[src/rtl/fractal_job_scheduler.sv]
// Round-robin job scheduler sharing one fractal_kernel between NUM_REQ requesters.
// One job in flight: grant, issue, wait for result or timeout, then respond.
module fractal_job_scheduler #(
    parameter int NUM_REQ        = 4,
    parameter int TIMEOUT_CYCLES = 1024,
    parameter int ID_W           = $clog2(NUM_REQ)
) (
    input  logic                    clk,
    input  logic                    rst_n,
    input  logic [NUM_REQ-1:0]      req_valid,
    output logic [NUM_REQ-1:0]      req_ready,
    input  logic [NUM_REQ*256-1:0]  req_pixel,
    input  logic [NUM_REQ*32-1:0]   req_config,
    output logic                    kern_start,
    output logic                    kern_abort,
    output logic [255:0]            kern_pixel_block,
    output logic [31:0]             kern_config,
    input  logic                    kern_valid,
    input  logic [127:0]            kern_coeff,
    input  logic                    kern_quantum_valid,
    input  logic [63:0]             kern_quantum_state,
    output logic                    rsp_valid,
    input  logic                    rsp_ready,
    output logic [ID_W-1:0]         rsp_id,
    output logic [127:0]            rsp_coeff,
    output logic [63:0]             rsp_quantum_state,
    output logic                    rsp_timeout,
    output logic                    busy,
    output logic [7:0]              stale_count
);

    localparam int TMR_W = $clog2(TIMEOUT_CYCLES);

    typedef enum logic [1:0] {S_IDLE, S_ISSUE, S_WAIT, S_RESP} state_t;

    state_t             state_q, state_d;
    logic [ID_W-1:0]    rr_ptr_q, rr_ptr_d;
    logic [TMR_W-1:0]   timer_q, timer_d;
    logic [255:0]       pixel_q, pixel_d;
    logic [31:0]        cfg_q, cfg_d;
    logic [ID_W-1:0]    id_q, id_d;
    logic [127:0]       coeff_q, coeff_d;
    logic [63:0]        qstate_q, qstate_d;
    logic               tout_q, tout_d;
    logic [7:0]         stale_q, stale_d;

    logic [ID_W-1:0]    grant;
    logic               grant_vld;
    logic [ID_W:0]      scan_idx;
    logic [ID_W:0]      next_ptr;
    logic [NUM_REQ-1:0] ready_w;

    // Scan requesters starting at rr_ptr, wrapping modulo NUM_REQ.
    always_comb begin
        grant     = '0;
        grant_vld = 1'b0;
        scan_idx  = '0;
        for (int k = 0; k < NUM_REQ; k++) begin
            scan_idx = {1'b0, rr_ptr_q} + (ID_W+1)'(k);
            if (scan_idx >= (ID_W+1)'(NUM_REQ)) begin
                scan_idx = scan_idx - (ID_W+1)'(NUM_REQ);
            end
            if (!grant_vld && req_valid[scan_idx[ID_W-1:0]]) begin
                grant_vld = 1'b1;
                grant     = scan_idx[ID_W-1:0];
            end
        end
        next_ptr = {1'b0, grant} + (ID_W+1)'(1);
        if (next_ptr == (ID_W+1)'(NUM_REQ)) begin
            next_ptr = '0;
        end
    end

    always_comb begin
        state_d    = state_q;
        rr_ptr_d   = rr_ptr_q;
        timer_d    = timer_q;
        pixel_d    = pixel_q;
        cfg_d      = cfg_q;
        id_d       = id_q;
        coeff_d    = coeff_q;
        qstate_d   = qstate_q;
        tout_d     = tout_q;
        stale_d    = stale_q;
        ready_w    = '0;
        kern_start = 1'b0;
        kern_abort = 1'b0;

        if (kern_valid && (state_q != S_WAIT) && (stale_q != 8'hFF)) begin
            stale_d = stale_q + 8'd1;
        end

        case (state_q)
            S_IDLE: begin
                if (grant_vld) begin
                    ready_w[grant] = 1'b1;
                    pixel_d        = req_pixel[grant*256 +: 256];
                    cfg_d          = req_config[grant*32 +: 32];
                    id_d           = grant;
                    rr_ptr_d       = next_ptr[ID_W-1:0];
                    state_d        = S_ISSUE;
                end
            end
            S_ISSUE: begin
                kern_start = 1'b1;
                timer_d    = '0;
                state_d    = S_WAIT;
            end
            S_WAIT: begin
                timer_d = timer_q + 1'b1;
                // A result on the timeout cycle takes priority over the abort.
                if (kern_valid) begin
                    coeff_d  = kern_coeff;
                    tout_d   = 1'b0;
                    qstate_d = (cfg_q[25] && kern_quantum_valid) ? kern_quantum_state : '0;
                    state_d  = S_RESP;
                end else if (timer_q == TMR_W'(TIMEOUT_CYCLES-1)) begin
                    kern_abort = 1'b1;
                    coeff_d    = '0;
                    qstate_d   = '0;
                    tout_d     = 1'b1;
                    state_d    = S_RESP;
                end
            end
            S_RESP: begin
                if (rsp_ready) begin
                    state_d = S_IDLE;
                end
            end
            default: state_d = S_IDLE;
        endcase
    end

    always_ff @(posedge clk or negedge rst_n) begin
        if (!rst_n) begin
            state_q  <= S_IDLE;
            rr_ptr_q <= '0;
            timer_q  <= '0;
            pixel_q  <= '0;
            cfg_q    <= '0;
            id_q     <= '0;
            coeff_q  <= '0;
            qstate_q <= '0;
            tout_q   <= 1'b0;
            stale_q  <= '0;
        end else begin
            state_q  <= state_d;
            rr_ptr_q <= rr_ptr_d;
            timer_q  <= timer_d;
            pixel_q  <= pixel_d;
            cfg_q    <= cfg_d;
            id_q     <= id_d;
            coeff_q  <= coeff_d;
            qstate_q <= qstate_d;
            tout_q   <= tout_d;
            stale_q  <= stale_d;
        end
    end

    // Ready is combinational from req_valid, so hold it low while reset is asserted.
    assign req_ready         = ready_w & {NUM_REQ{rst_n}};
    assign kern_pixel_block  = pixel_q;
    assign kern_config       = cfg_q;
    assign rsp_valid         = (state_q == S_RESP);
    assign rsp_id            = id_q;
    assign rsp_coeff         = coeff_q;
    assign rsp_quantum_state = qstate_q;
    assign rsp_timeout       = tout_q;
    assign busy              = (state_q != S_IDLE);
    assign stale_count       = stale_q;

endmodule

[config.mk]
export PLATFORM = sky130hd
export DESIGN_NAME = fractal_job_scheduler
export DESIGN_NICKNAME = d
export VERILOG_FILES = /design/src/rtl/fractal_job_scheduler.sv
export SDC_FILE = /design/constraint.sdc
export NUM_CORES = 1
export LEC_CHECK = 0
export BUFFER_PORTS_ARGS = -buffer_cell sky130_fd_sc_hd__buf_2
export CAP_MARGIN = 10
export CELL_PAD_IN_SITES_DETAIL_PLACEMENT = 0
export CELL_PAD_IN_SITES_GLOBAL_PLACEMENT = 1
export CORE_AREA = 2 2 720 722
export DETAILED_ROUTE_END_ITERATION = 7
export DIE_AREA = 0 0 722 724
export HOLD_SLACK_MARGIN = 0.05
export PLACE_DENSITY_LB_ADDON = 0.08
export SETUP_SLACK_MARGIN = 0.3
export SLEW_MARGIN = 25
export SYNTH_ARGS = -nofsm -noshare
export SYNTH_HDL_FRONTEND = slang
export SYNTH_SLANG_ARGS = --single-unit
[constraint.sdc]
create_clock -name clk -period 2.16 [get_ports clk]
set_input_delay 0.324 -clock clk [delete_from_list [all_inputs] [get_ports clk]]
set_output_delay 0.324 -clock clk [all_outputs]
set_load 0.005 [all_outputs]
### Word-level counts from Yosys, hierarchy flattened

Cells that the tools add are included.

| cells by class | value |
|---|---|
| bitwise logic cells | 1 |
| eq/ne operators | 10 |
| mux-type cells | 42 |
| reduce and logical (&&, ||, !) cells | 17 |
| add/sub/neg operators | 10 |
| shifts and indexed selects | 2 |
| magnitude comparators | 10 |

Operators with widths:

| kind | number |
|---|---|
| 1024-bit by 11-bit variable part select with 256-bit output | 1 |
| 128-bit two-way mux | 2 |
| 64-bit two-way mux | 3 |
| 128-bit by 8-bit variable part select with 32-bit output | 1 |
| 2-bit two-way mux | 13 |
| 10-bit case mux with 2 select lines | 1 |
| 2-bit by 3-bit < comparator with 1-bit output, second input constant | 5 |
| 1-bit two-way mux | 15 |
| 10-bit by 1-bit adder with 10-bit output, second input constant | 1 |
| 10-bit == test, second input constant | 1 |
| 3-bit >= comparator, second input constant | 3 |
| 8-bit by 1-bit adder with 8-bit output, second input constant | 1 |
| 1-bit binary-select mux with 2-bit select | 4 |
| 4-bit two-way mux | 2 |
| 8-bit != test, second input constant | 1 |
| 2-bit case mux with 4 select lines | 1 |
| 2-bit by 1-bit subtractor with 2-bit output, second input constant | 4 |
| 1-bit logical AND | 7 |
| 2-bit by 1-bit adder with 3-bit output, second input constant | 2 |
| 2-bit by 2-bit adder with 3-bit output, second input constant | 2 |
| 2-bit nonzero test | 3 |
| 4-bit AND | 1 |
| 2-bit == test, second input constant | 2 |
| 2-bit != test, second input constant | 2 |
| 11 further kinds | 14 |

| storage, ports and cells | value |
|---|---|
| input port bits | 1353 |
| logic and storage cells | 102 |
| bits in registers | 505 |
| output and inout bits | 499 |

### Logic depth before layout (Yosys ltp)

Gate-level depths: netlist (run 1).

| logic depth | value |
|---|---|
| depth in word-level cells | 21 |
| mapped depth | 10 |

### Worst setup path before layout (run 1)

OpenSTA, ideal clock, no wires.

| timing | value |
|---|---|
| path type | input -> output |
| start | in req_valid[0] |
| end | out req_ready[3] |
| slack | -9 ps |
| path buffers | 4 |
| stages on the path | 10 |
| arrival time | 1845 ps |
| path through | nor2b_1 or4b_1 buf_2 nand2_2 buf_6 buf_6 buf_4 ha_1 inv_1 nor2_1 |

| between the ends | value |
|---|---|
| cells in the longest elaborated chain, start to end | 19 |
| elaborated cells between the ends (all ways) | 30 |
| classes of those cells | order compare: 2; mux: 20; bitwise: 1; reduce/logical: 7 |

RTL lines:

| what | RTL line | text |
|---|---|---|
| start: declaration | 10 | `input logic [NUM_REQ-1:0] req_valid,` |
| 1-bit binary-select mux with 2-bit select | 63 | `if (!grant_vld && req_valid[scan_idx[ID_W-1:0]]) begin` |
| 1-bit two-way mux (not written as such) | 63 |  |
| 1-bit two-way mux | 63 |  |
| 1-bit logical NOT | 63 |  |
| 1-bit logical AND | 63 |  |
| 1-bit two-way mux | 63 |  |
| 1-bit logical NOT | 63 |  |
| 1-bit logical AND | 63 |  |
| [3 not listed] | - |  |
| 2-bit two-way mux | 63 |  |
| 2-bit by 3-bit < comparator with 1-bit output (not written as such) or 2-bit by 1-bit >= comparator with 1-bit output (tied branches) | 96 | `ready_w[grant] = 1'b1;` |
| 1-bit logical AND (not written as such) | 96 |  |
| 1-bit two-way mux (not written as such) | 96 |  |
| 1-bit demux with 2-bit select | 96 |  |
| 4-bit two-way mux (*) | 95 | `if (grant_vld) begin` |
| 4-bit two-way mux (*) | 93 | `case (state_q)` |
| 4-bit AND (*) | 161 | `assign req_ready = ready_w & {NUM_REQ{rst_n}};` |
| end: declaration | 11 | `output logic [NUM_REQ-1:0] req_ready,` |

Mark *: on every way between the ends. The rest lies on a longest branch, timed or not. The select of a mux whose other input is x is not followed.

### Worst setup path after layout (run 1)

| timing | value |
|---|---|
| start | reg rr_ptr_q[0] |
| end | out req_ready[3] |

| between the ends | value |
|---|---|
| cells in the longest elaborated chain, start to end | 21 |
| elaborated cells between the ends (all ways) | 45 |
| classes of those cells | add/sub: 7; order compare: 6; mux: 24; bitwise: 1; reduce/logical: 7 |

RTL lines:

| what | RTL line | text |
|---|---|---|
| start: declaration | 37 | `logic [ID_W-1:0] rr_ptr_q, rr_ptr_d;` |
| start signal: assignment | 148 | `rr_ptr_q <= rr_ptr_d;` |
| branches (longest 18 deep; another with 2-bit by 1-bit adder with 3-bit output) | - |  |
| 4-bit two-way mux (*) | 95 |  |
| 4-bit two-way mux (*) | 93 |  |
| 4-bit AND (*) | 161 |  |

Every way passes the cells marked *. The select of a mux whose other input is x is not followed.

==> results of run 1 <==
==> per-layer routing <==
metal	routed length, um	up-vias
met5	618	-
met4	11000	98
met3	23500	575
met2	219000	1591
met1	143000	20256
li1	-	18541
==> final cells by class <==
cell class              count  area [um2]
fillers                 59285      446000
repair buffers           3629       29000
multi-input cells        2167       15500
flip-flops and latches    505       12600
well taps                6783        8490
clock buffers             153        3040
diodes                     87         218
clock inverters            19         180
inverters                  13        65.1
==> registers in the layout, indices dropped and copies added, names as in the netlist <==
register / flops
kern_config: 32
stale_count: 8
rsp_id: 2
rr_ptr_q: 2
state_q: 2
kern_pixel_block: 256
rsp_timeout: 1
rsp_coeff: 128
timer_q: 10
rsp_quantum_state: 64
==> report_power, final <==
group          switching [mW]  total (mW)  internal (mW)
Clock                    6.98        16.8           9.82
Sequential               4.04        17.8           13.7
Combinational            28.8        51.0           22.1
Total                    39.9        85.6           45.7
==> how the worst max path moves through the flow <==
| stage | slack [ns] | to | start | cells past startpoint |
|---|---|---|---|---|
| 2_1_floorplan | 0.06 | req_ready[3] | rr_ptr_q[0]$_DFFE_PN0P_ | 10 |
| 3_3_place_gp | -1.03 | kern_pixel_block[103]$_DFFE_PN0P_ | req_valid[2] | 10 |
| 3_5_place_dp | -1.01 | kern_pixel_block[103]$_DFFE_PN0P_ | req_valid[2] | 10 |
| 4_1_cts | -0.97 | req_ready[3] | rr_ptr_q[0]$_DFFE_PN0P_ | 9 |
| 5_1_grt | -0.95 | req_ready[3] | rr_ptr_q[0]$_DFFE_PN0P_ | 9 |
| 6_report | -0.81 | req_ready[3] | rr_ptr_q[0]$_DFFE_PN0P_ | 9 |
==> Yosys cell counts (4+ instances only) <==
cell type  count  share of area [%]
buf_2         44               0.78
clkbuf_1     282                3.8
nor2_1        15               0.20
o21ai_0       72                1.3
buf_6          5               0.20
o31ai_1      288                7.7
dfrtp_1      505                 45
nor3_1         4              0.071
ha_1           8               0.36
nor2b_1        4              0.089
a22o_1       130                4.1
buf_4         30               0.80
buf_1         10               0.13
nand2_1      436                5.8
a211oi_1     578                 15
and3_1       579                 13
inv_1         13               0.17
nand3_1       15               0.27
xnor2_1        7               0.22
==> timing repair <==
item	CTS	global route
setup buffers	67	25
endpoints found under the setup margin	709	645
pin swaps	86	53
hold buffers	1286	0
hold endpoints to repair	816	0
gates resized for setup	248	79
cloned	37	10
==> through the flow <==
step / hold slack (ns) / power [mW] / TNS [ns] / area (um2) / utilization, %
floorplan: 0.0284 / 33.4 / 0 / 29300 / -
global placement: 0.459 / 61.0 / -177.10 / 49000 / 9.52
detailed placement: 0.460 / 60.6 / -169.48 / 49000 / 9.52
CTS: 0.0510 / 87.4 / -172.17 / 67900 / 13.2
global route: 0.0693 / 91.6 / -204.01 / 69000 / 13.4
finish: 0.135 / 85.6 / -169.41 / 69100 / 13.4
==> worst register-to-register path, cell delays in order, from the launching register on <==
cell,delay (ns)
dfrtp_2,0.43
nor2b_2,0.07
or4_4,0.62
buf_12,0.18
nand2_8,0.07
buf_4,0.11
buf_6,0.09
buf_16,0.10
buf_16,0.13
buf_16,0.14
buf_12,0.11
buf_6,0.10
buf_6,0.11
bufbuf_16,0.26
a211oi_2,0.08
o31ai_1,0.22
==> logic make-up after synthesis <==
kind of cell	count (synthesis)
AOI/OAI and AO/OA	1080
muxes	3
xor gates and xnor gates	10
buffers and inverters	384
adders and majority gates	8
DFF	505
and+or+nand+nor	1066
==> reports/metrics.yaml, run 1 <==
status:
  status: "complete, but fails checks"
  violations: "setup timing"
die:
  coreArea_mm2: 0.515
  die_x_um: 722
  initial_core_util_pct: 5.46
  fp.dieH_um: 724
  rows: 264
  boundaryPins: 1852
  die_area_mm2: 0.523
worst_setup_path:
  crit_chain: "nor2b_2 -> or4_4 -> buf_12 -> nand2_8 -> buf_8 -> ha_4 -> inv_2 -> nor2_4 -> buf_2"
  rr_startpoint: "rr_ptr_q[0]$_DFFE_PN0P_"
  critPathBufInv: 4
  path_max_fanout: 4
  critPathMaxStageDelay_ns: 0.62
  startpoint_type: "flip-flop"
  end_kind: "output pin"
  worstRegToRegCells: 15
  cpMaxStageDelayCell: "or4_4"
  crit_arrival_ns: 2.65
  regToRegSetupSlack_ns: -0.74
  crit_required_ns: 1.84
  cpLargestDelayFamily: "simple AND/OR/NAND/NOR gates"
  worstReg2RegEnd: "kern_pixel_block[78]$_DFFE_PN0P_"
  crit_type: "reg2out"
sta:
  fin_crit_sh_pct: 137
  finalSetupViolations: 296
  rsz0062_at_grt: "true"
  period_needed_ns: 2.97
  drv_slew: 0
  finalHoldViolations: 0
  slew_headroom_pct: 32.3
  fmaxAchievable_ghz: 0.337
  fin_skew_ns: 0.107
  setup_ws_ns: -0.809
  worst_pin_slew_ns: 1.02
min_path:
  min-delay-start: "req_pixel[836]"
  hold_class: "in2reg"
  hold_end: "kern_pixel_block[68]$_DFFE_PN0P_"
  min_path_cells: 4
logic_synthesis:
  synthMuxAreaShare_pct: 0.111
  syn_avg_cell_area_um2: 9.20
  yosysSeqAreaShare_pct: 45.0
  synthArstFlopShare_pct: 100
  synth-xor-area-share_pct: 0.312
  yosys_warnings: 0
  netlist_area_mm2: 0.0281
  synth_cell_types: 39
  synth_simple_gate_area_share_pct: 19.7
  synth-compound-area-share_pct: 28.8
  synth_fp_nets: 4417
  synth_cells: 3056
  synth_edf_count: 0
  synth-adder-area-share_pct: 0.356
  synth_seq_cells: 505
  synth_top_family_by_area: "compound AO/OA/AOI/OAI gates"
  ys.flop_type: "dfrtp_1"
detailed_routing:
  wl_per_cell_um: 29.7
  drtIter0Drc: 1708
  via_per_inst: 3.07
  dr.pass1.iters: 5
  num_vias: 41061
  drtAntennaViolNets: 0
  totalWireLength_um: 396000
  drc: 0
placed_design:
  placed_cells: 11672
  dp_slack_ns: -1.01
  globalplace.congestion: 0.860
  place_hpwl_um: 324000
  numPortBuffers: 1851
final_layout:
  syn2layout_area_growth_pct: 146
  num-nets-final: 7777
  final_common_cell: "buf_2"
  mostFrequentLayoutCells: "buf_2 (1,849), dlygate4sd3_1 (1,284), and3_1 (571)"
  stdcell_count: 13356
  drive_above_1_share_pct: 42.7
global_route:
  grt_use_met3_pct: 3.60
  grt_max_degree: 87
  antenna_found_initial: 274
  track_usage_pct: 14.5
  top_usage_layer: "met2"
  met1_usage_pct: 15.0
  gr-usage-met2_pct: 29.0
  grt_first_pass_wirelength_um: 497000
  grt-ovfl-total: 0
  grt_pass1_vias: 44842
pwr:
  p_leak_nw: 30.7
  irDropWorstVdd_mv: 0.673
  p_per_area_mw_per_mm2: 1240
clock_network:
  cts_buffer_depth: 4
  clk_pin_slew_ns: 0.06
  cts_tree: "yes"
  cts_root_buf: "clkbuf_16"
  htreeDepth: 3
  clk_latency_ns: 0.90
  clock_sinks: 505
  cts_buffers: 100
job:
  drv_cap: 0
Power figures use the tool's default switching activity.
==> run 2: changes to the inputs <==
--- a/config.mk
+++ b/config.mk
@@ -9,11 +9,12 @@
 export CAP_MARGIN = 10
 export CELL_PAD_IN_SITES_DETAIL_PLACEMENT = 0
 export CELL_PAD_IN_SITES_GLOBAL_PLACEMENT = 1
-export CORE_AREA = 2 2 720 722
+export CORE_AREA = 2 2 725 727
 export DETAILED_ROUTE_END_ITERATION = 7
-export DIE_AREA = 0 0 722 724
+export DIE_AREA = 0 0 727 729
 export HOLD_SLACK_MARGIN = 0.05
 export PLACE_DENSITY_LB_ADDON = 0.08
+export RECOVER_POWER = 25
 export SETUP_SLACK_MARGIN = 0.3
 export SLEW_MARGIN = 25
 export SYNTH_ARGS = -nofsm -noshare
==> constraint.sdc (replaced) <==
create_clock -name clk -period 3.13 [get_ports clk]
set_input_delay 0.4695 -clock clk [delete_from_list [all_inputs] [get_ports clk]]
set_output_delay 0.4695 -clock clk [all_outputs]
set_load 0.005 [all_outputs]
==> run 2 against run 1 <==
Net effect:
- the flow now finishes without violations
- non-clock buffer count is 511 lower
- sequential share of layout area grew 2.1 points
- via count fell by 4.1%
- first-iteration DRC count grew 5.9%
- critical endpoint is now kern_pixel_block[10]$_DFFE_PN0P_
- clock power is 33% lower
- cell area fell by 10%
- worst hold slack lost 0.018 ns
- clock skew increased by 0.010 ns
- power fell by 39%
- critical path type is now reg2reg
- clock-buffer cell count fell by 7
==> reports/metrics.yaml, run 2 (synthesized netlist as in run 1, its figures left out) <==
detailed_routing:
  drtAntennaViolNets: 0  # unchanged
  drtIter0Drc: 1809  # +5.9%
  totalWireLength_um: 378000  # -4.5%
  drc: 0  # unchanged
  via_per_inst: 3.02  # -1.9%
  dr.pass1.iters: 5  # unchanged
  num_vias: 39369  # -4.1%
  wl_per_cell_um: 29.0  # -2.3%
sta:
  fin_crit_sh_pct: 99.4
  fmaxAchievable_ghz: 0.321
  rsz0062_at_grt: "true"
  finalSetupViolations: 0  # -100%
  holdWs_ns: 0.116  # -0.0182 ns
  finalHoldViolations: 0  # unchanged
  period_needed_ns: 3.11
  drv_slew: 0  # unchanged
  setup_ws_ns: 0.0177  # +0.827 ns
  worst_pin_slew_ns: 1.47  # +0.450 ns
  slew_headroom_pct: 2.27  # -30 points
  fin_skew_ns: 0.116  # +0.00997 ns
die:
  die_x_um: 727  # +0.69%
  initial_core_util_pct: 5.38  # -0.079 points
  die_area_mm2: 0.530  # +1.4%
  rows: 266  # +0.76%
  boundaryPins: 1852  # unchanged
  coreArea_mm2: 0.523  # +1.5%
  fp.dieH_um: 729  # +0.69%
worst_setup_path:
  startpoint_type: "flip-flop"
  crit_type: "reg2reg"
  end_kind: "flip-flop"
  crit_arrival_ns: 3.75  # +1.10 ns
  path_max_fanout: 23  # +19
  crit_required_ns: 3.76  # +1.92 ns
clock_network:
  htreeDepth: 3  # unchanged
  clk_latency_ns: 0.87  # -0.03 ns
  cts_buffer_depth: 4  # unchanged
  cts_root_buf: "clkbuf_16"
  clock_sinks: 505  # unchanged
  cts_buffers: 97  # -3.0%
  cts_tree: "yes"
  clk_pin_slew_ns: 0.06  # about the same
global_route:
  track_usage_pct: 13.6  # -0.86 points
  grt_first_pass_wirelength_um: 476000  # -4.3%
  antenna_found_initial: 333  # +22%
  grt_max_degree: 99  # +14%
  grt-ovfl-total: 0  # unchanged
  grt_pass1_vias: 41979  # -6.4%
pwr:
  total_power_mw: 52.4  # -39%
  p_per_area_mw_per_mm2: 847  # -32%
  irDropWorstVdd_mv: 0.417  # -38%
  p_leak_nw: 27.5  # -10%
final_layout:
  num-nets-final: 7263  # -6.6%
  syn2layout_area_growth_pct: 120
  mostFrequentLayoutCells: "buf_2 (1,845), dlygate4sd3_1 (915), and3_1 (566)"
  drive_above_1_share_pct: 42.0  # -0.69 points
  fillCellCount: 60682  # +2.4%
  multi_input_area_mm2: 0.0148  # -4.1%
  final_common_cell: "buf_2"
  regArea_mm2: 0.0126  # unchanged
  largest_reg_flops: 256  # unchanged
placed_design:
  place_hpwl_um: 314000  # -3.1%
  dp_slack_ns: -0.420  # +0.589 ns
  globalplace.congestion: 0.919  # +6.8%
  numPortBuffers: 1851  # unchanged
min_path:
  hold_class: "in2reg"
status:
  status: "finished clean"
job:
  drv_cap: 0  # unchanged
-- run 2: cell count changes in the layout (fill, tap and decap cells not counted), moves of 12 or more --
cell,before,now
a211oi_1,366,448
a211oi_2,190,116
buf_12,124,56
buf_16,43,9
buf_8,23,4
clkbuf_1,20,32
diode_2,87,114
dlygate4sd3_1,1284,915
o31ai_1,259,286
o31ai_2,22,2
-- run 2: layout make-up --
type | instances | share of cell area (%)
well taps | 6968 | 14.1
inverters | 13 | 0.105
clock inverters | 23 | 0.396
flip-flops and latches | 505 | 20.4
clock buffers | 146 | 4.66
multi-input cells | 2167 | 23.9
diodes | 114 | 0.461
repair buffers | 3118 | 35.9
-- run 2: worst paths after layout --
kind	start	to	slack (ns)	cells past startpoint
max	rr_ptr_q[0]$_DFFE_PN0P_	kern_pixel_block[10]$_DFFE_PN0P_	0.02	12
min	req_pixel[775]	kern_pixel_block[7]$_DFFE_PN0P_	0.12	3
max reg2reg	rr_ptr_q[0]$_DFFE_PN0P_	kern_pixel_block[10]$_DFFE_PN0P_	0.02	12
min reg2reg	kern_pixel_block[243]$_DFFE_PN0P_	kern_pixel_block[243]$_DFFE_PN0P_	0.47	2
max in group asynchronous	rst_n	kern_pixel_block[96]$_DFFE_PN0P_	0.33	5
min in group asynchronous	rst_n	rsp_quantum_state[14]$_DFFE_PN0P_	0.37	3
-- run 2: routing by layer --
layer	global-route usage [%]	up-vias	part of all wire, %
met5	0	-	0.15
li1	-	17546	-
met4	3.72	90	3.4
met3	3.48	644	6.1
met2	24.9	1693	51
met1	15.7	19396	40
-- run 2: per-stage QoR --
stage          util, %  cells  area, um2  TNS (ns)
6_report          11.8  13054      61900         0
5_1_grt           11.8  12995      61800     -2.38
3_5_place_dp      9.14  11816      47800     -7.93
4_1_cts           11.7  12925      61000    -0.369
3_3_place_gp      9.14  11816      47800     -7.91
2_1_floorplan        -   3056      28100         0
-- run 2: worst max-delay path, cell delays in order (launching register included) --
cell and delay (ns):
dfrtp_1 0.36, buf_4 0.13, nor2b_4 0.04, or4b_4 0.61, buf_4 0.18, buf_8 0.15, buf_12 0.17, buf_16 0.20
buf_6 0.16, and3_1 0.19, a211oi_2 0.30, buf_4 0.22, o31ai_1 0.07
-- run 2: repair_timing --
item	4_1_cts	5_1_grt
gates resized for setup	128	103
hold buffers	916	0
pin swaps	11	16
buffers inserted	19	11
gates cloned	5	4
endpoints found under the setup margin	180	267
hold endpoints to repair	514	0
-- run 2: where the power goes --
| group | total (mW) | switching [mW] | internal, mW |
|---|---|---|---|
| registers | 11.9 | 2.38 | 9.47 |
| clock network | 11.2 | 4.66 | 6.56 |
| logic | 29.3 | 18.1 | 11.2 |
